===== config.mk =====
export PLATFORM = sky130hd
export DESIGN_NAME = btb_2way_flat
export DESIGN_NICKNAME = d
export VERILOG_FILES = /design/src/rtl/btb_2way_if.sv /design/src/rtl/btb_2way.sv /design/src/flat_wrapper.sv
export SDC_FILE = /design/constraint.sdc
export NUM_CORES = 2
export LEC_CHECK = 0
export BUFFER_PORTS_ARGS = -buffer_cell sky130_fd_sc_hd__clkbuf_2
export CAP_MARGIN = 20
export CORE_MARGIN = 1.5
export CORE_UTILIZATION = 50
export DETAILED_ROUTE_END_ITERATION = 6
export PLACE_DENSITY_LB_ADDON = 0.25
export SLEW_MARGIN = 20
export SYNTH_ARGS = -nofsm -noshare
export SYNTH_HDL_FRONTEND = slang
export SYNTH_SLANG_ARGS = --single-unit

===== constraint.sdc =====
create_clock -name clk -period 13.5 [get_ports clk]
set_input_delay 2.7 -clock clk [delete_from_list [all_inputs] [get_ports clk]]
set_output_delay 2.7 -clock clk [all_outputs]
set_load 0.03 [all_outputs]

===== src/rtl/btb_2way_if.sv =====
// btb_2way_if: fetch lookup, EX update, flush and perf-counter signals of the BTB.
interface btb_2way_if #(
  parameter int PERF_W = 32
);
  logic              read_en;
  logic [31:0]       read_pc;
  logic              read_hit;
  logic [33:0]       read_entry;
  logic              update_en;
  logic [31:0]       update_pc;
  logic [31:0]       update_target;
  logic [1:0]        update_type;
  logic              flush;
  logic [PERF_W-1:0] lookup_count;
  logic [PERF_W-1:0] hit_count;
  modport master (
    output read_en, read_pc, update_en, update_pc, update_target, update_type, flush,
    input  read_hit, read_entry, lookup_count, hit_count
  );
  modport slave (
    input  read_en, read_pc, update_en, update_pc, update_target, update_type, flush,
    output read_hit, read_entry, lookup_count, hit_count
  );
endinterface


===== src/rtl/btb_2way.sv =====
// btb_2way: two-way set-associative branch target buffer with per-set LRU and
// saturating lookup/hit counters; combinational read, registered update.
module btb_2way #(
  parameter int S_INDEX = 4,
  parameter int PERF_W  = 32
) (
  input  logic             clk,
  input  logic             rst_n,
  btb_2way_if.slave        bus
);
  localparam int SETS  = 1 << S_INDEX;
  localparam int TAG_W = 32 - S_INDEX - 2;
  logic [SETS-1:0][1:0] valid_q, valid_d;
  logic [SETS-1:0]      lru_q, lru_d;
  logic [PERF_W-1:0]    lookup_q, lookup_d, hit_q, hit_d;
  logic [TAG_W-1:0]     tag_q   [2][SETS];
  logic [33:0]          entry_q [2][SETS];
  logic [S_INDEX-1:0]   r_idx, u_idx;
  logic [TAG_W-1:0]     r_tag, u_tag;
  logic                 hit0, hit1, m0, m1, u_way, wr;
  assign r_idx = bus.read_pc[S_INDEX+1:2];
  assign r_tag = bus.read_pc[31:S_INDEX+2];
  assign u_idx = bus.update_pc[S_INDEX+1:2];
  assign u_tag = bus.update_pc[31:S_INDEX+2];
  assign hit0  = valid_q[r_idx][0] && tag_q[0][r_idx] == r_tag;
  assign hit1  = valid_q[r_idx][1] && tag_q[1][r_idx] == r_tag;
  assign m0    = valid_q[u_idx][0] && tag_q[0][u_idx] == u_tag;
  assign m1    = valid_q[u_idx][1] && tag_q[1][u_idx] == u_tag;
  // Victim: matching way, then first invalid way, then LRU.
  assign u_way = m0 ? 1'b0 : m1 ? 1'b1 : !valid_q[u_idx][0] ? 1'b0 :
                 !valid_q[u_idx][1] ? 1'b1 : lru_q[u_idx];
  assign wr    = bus.update_en && !bus.flush;
  assign bus.read_hit     = hit0 || hit1;
  assign bus.read_entry   = hit0 ? entry_q[0][r_idx] : hit1 ? entry_q[1][r_idx] : '0;
  assign bus.lookup_count = lookup_q;
  assign bus.hit_count    = hit_q;
  always_comb begin
    valid_d  = valid_q;
    lru_d    = lru_q;
    if (bus.read_en && bus.read_hit) lru_d[r_idx] = hit0;
    if (wr) begin
      valid_d[u_idx][u_way] = 1'b1;
      lru_d[u_idx]          = ~u_way;
    end
    if (bus.flush) valid_d = '0;
    lookup_d = (bus.read_en && lookup_q != '1) ? lookup_q + PERF_W'(1) : lookup_q;
    hit_d    = (bus.read_en && bus.read_hit && hit_q != '1) ? hit_q + PERF_W'(1) : hit_q;
  end
  always_ff @(posedge clk or negedge rst_n) begin
    if (!rst_n) begin
      valid_q  <= '0;
      lru_q    <= '0;
      lookup_q <= '0;
      hit_q    <= '0;
    end else begin
      valid_q  <= valid_d;
      lru_q    <= lru_d;
      lookup_q <= lookup_d;
      hit_q    <= hit_d;
    end
  end
  // Tag/entry arrays need no reset: valid gates every use.
  always_ff @(posedge clk) begin
    if (wr) begin
      tag_q[u_way][u_idx]   <= u_tag;
      entry_q[u_way][u_idx] <= {bus.update_target, bus.update_type};
    end
  end
endmodule


===== src/flat_wrapper.sv =====
// flat-port wrapper written by rule: the top's interface ports become plain ports
module btb_2way_flat 
#(
  parameter int S_INDEX = 4,
  parameter int PERF_W  = 32
)
  (clk, rst_n, bus_read_en, bus_read_pc, bus_update_en, bus_update_pc, bus_update_target, bus_update_type, bus_flush, bus_read_hit, bus_read_entry, bus_lookup_count, bus_hit_count);
  btb_2way_if #(.PERF_W(PERF_W)) bus_i ();
  input  logic clk;
  input  logic rst_n;
  input wire logic [$bits(bus_i.read_en)-1:0] bus_read_en;
  input wire logic [$bits(bus_i.read_pc)-1:0] bus_read_pc;
  input wire logic [$bits(bus_i.update_en)-1:0] bus_update_en;
  input wire logic [$bits(bus_i.update_pc)-1:0] bus_update_pc;
  input wire logic [$bits(bus_i.update_target)-1:0] bus_update_target;
  input wire logic [$bits(bus_i.update_type)-1:0] bus_update_type;
  input wire logic [$bits(bus_i.flush)-1:0] bus_flush;
  output wire logic [$bits(bus_i.read_hit)-1:0] bus_read_hit;
  output wire logic [$bits(bus_i.read_entry)-1:0] bus_read_entry;
  output wire logic [$bits(bus_i.lookup_count)-1:0] bus_lookup_count;
  output wire logic [$bits(bus_i.hit_count)-1:0] bus_hit_count;
  assign bus_i.read_en = bus_read_en;
  assign bus_i.read_pc = bus_read_pc;
  assign bus_i.update_en = bus_update_en;
  assign bus_i.update_pc = bus_update_pc;
  assign bus_i.update_target = bus_update_target;
  assign bus_i.update_type = bus_update_type;
  assign bus_i.flush = bus_flush;
  assign bus_read_hit = bus_i.read_hit;
  assign bus_read_entry = bus_i.read_entry;
  assign bus_lookup_count = bus_i.lookup_count;
  assign bus_hit_count = bus_i.hit_count;
  btb_2way #(.S_INDEX(S_INDEX), .PERF_W(PERF_W)) u_core (.clk(clk), .rst_n(rst_n), .bus(bus_i));
endmodule

==> impl_metrics.tcl <==
set metrics [dict create \
    place.gp.congestion 0.941 \
    rrSetupSlack_ns 7.36 \
    antenna_left 0 \
    clkSinkCount 2032 \
    finalWorstPathRequiredPeriod_ns 10.93 \
    synth-adder-area-share 0.000288 \
    rr_endpoint "u_core.tag_q[0][317]$_DFFE_PP_" \
    dr.pass1.iters 6 \
    crit_type "input pin to output port" \
    avgRoutedWirePerCell_um 33.9 \
    htree_levels 4 \
    reg2regPathDepth 10 \
    syn_avg_cell_area_um2 21.1 \
    worst_pin_slew_ns 1.11 \
    clk_pin_slew_ns 0.06 \
    clk_latency_ns 0.88 \
    synth_sequential_area_ratio 0.697 \
    required_ns 10.80 \
    synth_area_leaders "edfxtp_1 66%, mux4_2 20%, dfrtp_1 3.2%" \
    synthSimpleGateAreaFrac 0.0249 \
    end_kind "output port" \
    core_area_mm2 0.172 \
    dpl.hpwl_mm 129 \
    fin_skew_ns 0.0859 \
    root_buffer "clkbuf_16" \
    regArea_mm2 0.0605 \
    port_buffers 197 \
    viasPerCell 6.59 \
    hold_path_class "register to register" \
    n_fill_cell 12700 \
    async_flop_share 0.0551 \
    dieArea_mm2 0.176 \
    stdcell_count 6866 \
    grt_pass1_vias 45200 \
    clk_path_buf_depth 3 \
    finalHoldViolCount 0 \
    groute.usage.overall 0.266 \
    fp-row-count 152 \
    grt-ovfl-total 0 \
    drt_iter0_drc 6270 \
    relSlewSlack 0.257 \
    drc 0 \
    slew_violations 0 \
    synth_top_family_by_area "multiplexers" \
    drive_gt1_frac 0.314 \
    synth_top_cell_by_area "edfxtp_1" \
    cp_max_fo 66 \
    worst_ir_drop_vdd_uv 134 \
    p_leak_nw 31.6 \
    num_vias 45200 \
    tritoncts "built" \
    setup_viol 0 \
    ys.flop_type "edfxtp_1" \
    min_delay_path_depth 1 \
    max_freq_mhz 91.5 \
    hold_start "u_core.bus.hit_count[28]$_DFFE_PN0P_" \
    min_period_over_period 0.810 \
    arrival_ns 8.23 \
    synthesis.nets 4227 \
    grt_max_degree 119 \
    ys_warn_count 0 \
    status "complete, no violations" \
    setup_tns_ns 0 \
    synth_edf_count 1920 \
    rsz0062_at_grt "false" \
    postCtsSetupBuffers 0 \
    syn_area_mm2 0.0868 \
    cts_buffers 205 \
    synthToLayoutAreaGrowth_pct 12.1 \
    grt_first_pass_wirelength_mm 330 \
    yosys-mux-area-fraction 0.223 \
    start_util 0.505 \
    multi_input_area_mm2 0.0250 \
    yosys.cell_types.count 72 \
    dieWidth_um 420 \
    yosys.area.top_type_share 0.664 \
    ys_ff_latch 2032 \
    finalNetCount 4483 \
    powerDensity_mw_per_mm2 138 \
    postCtsHoldBufs 0 \
    antenna_found_initial 26 \
    die_y_um 420 \
    cap_violations 0 \
    synth_compound_area_frac 0.0205 \
    cts_resized 0 \
    startpoint_type "input pin" \
    ios 202 \
    netlist_instances 4122 \
    worstReg2RegStart "u_core.tag_q[0][20]$_DFFE_PP_" \
    hold_end "u_core.bus.hit_count[28]$_DFFE_PN0P_" \
    synthXorXnorAreaFrac 0.0176 \
    placedCellCount 6481 \
    totalWireLength_mm 233 \
]
placed cells by master, fill, tap and decap left out, types with 45 or more instances in the layout:
cell type,n
buf_4,92
nand2_1,135
xor2_1,46
mux4_2,776
clkbuf_2,188
xnor2_1,128
mux2i_1,162
clkbuf_16,205
clkinv_1,45
edfxtp_1,1920
dfrtp_1,112
routing by layer:
| layer | share of wire | global-route usage | vias to the layer above |
|---|---|---|---|
| met3 | 0.099 | 0.0604 | 458 |
| met5 | 0.00074 | 0 | - |
| met2 | 0.48 | 0.415 | 2462 |
| met1 | 0.39 | 0.375 | 24300 |
| met4 | 0.032 | 0.0876 | 26 |
| li1 | - | - | 18000 |
critical path, cell delays in order:
cell and delay, ns:
buf_6 0.62, buf_4 0.71, inv_8 0.40, mux2i_1 0.30, xnor2_1 0.13, a2111oi_0 0.38
a41oi_1 0.19, nor4_1 0.46, nand4_4 0.78, buf_4 0.62, nand2b_1 0.26, nand2_1 0.19
clkbuf_2 0.26
flip-flops by register name, indices dropped and copies added, names as in the netlist:
register	flops
u_core.valid_q	32
u_core.entry_q	1088
u_core.bus.lookup_count	32
u_core.bus.hit_count	32
u_core.tag_q	832
u_core.lru_q	16
stage by stage:
stage / setup slack (ns) / util / power (mW) / area, um^2 / hold slack [ns]
final: 2.57 / 0.566 / 13.5 / 97300 / 0.490
after global routing: 2.52 / 0.566 / 13.8 / 97300 / 0.495
after detailed placement: 2.70 / 0.527 / 8.00 / 90600 / 0.479
after CTS: 2.67 / 0.566 / 13.5 / 97300 / 0.490
after floorplan: 3.23 / - / 7.67 / 86800 / 0.461
after global placement: 2.70 / 0.527 / 7.98 / 90500 / 0.472
cell usage after synthesis, types with 5 or more instances:
master    count
a21boi_1     15
nor4_1        7
o221ai_1      5
and3_1       18
buf_4        20
and2_1       13
buf_2        77
a22oi_1      21
nand2_1     135
edfxtp_1   1920
clkbuf_1     85
o22ai_1      11
mux2i_1     162
a21o_1       17
dfrtp_1     112
a221oi_1     23
xor2_1       46
a21oi_1      18
mux2_2        7
inv_1        50
a31oi_1       8
o21a_1        7
nor2_1       49
xnor2_1     128
nand3b_1     35
nand4_1      34
nand2b_1     41
buf_1        47
o21ai_0      43
mux4_2      776
nand3_1      32
nor3_1       24
and4_1        5
a22o_1       27
buf_6        18
nor2b_1      15
cell type report:
type	instances	area share
Sequential cell	2032	0.621
Antenna cell	9	0.000231
Clock inverter	128	0.0140
Tap cell	2310	0.0297
Timing Repair Buffer	301	0.0208
Clock buffer	248	0.0547
Inverter	51	0.00246
Multi-Input combinational cell	1787	0.257
kinds of logic (layout without fill, tap and decap cells):
family          count (synthesis)  count (layout)
flops                        2032            2032
mux                           952             952
simple gates                  418             418
buf+inv                       303             728
compound gates                241             241
xor+xnor                      174             174
fa+ha+maj                       2               2
other cells                     0               9
worst max path at each step:
stage	startpoint	to	slack (ns)
after floorplan	bus_update_pc[2]	u_core.entry_q[0][0]$_DFFE_PP_	3.23
after global placement	bus_read_pc[2]	bus_read_entry[11]	2.70
after detailed placement	bus_read_pc[5]	bus_read_entry[11]	2.70
after CTS	bus_read_pc[5]	bus_read_entry[11]	2.67
after global routing	bus_read_pc[5]	bus_read_entry[16]	2.52
final	bus_read_pc[5]	bus_read_entry[12]	2.57
power breakdown:
group          switching (mW)  total, mW  internal (mW)
Clock                    2.48       5.60           3.12
Sequential             0.0304       6.99           6.96
Combinational           0.520      0.882          0.362
No activity file was read; power rests on OpenSTA's default activity.
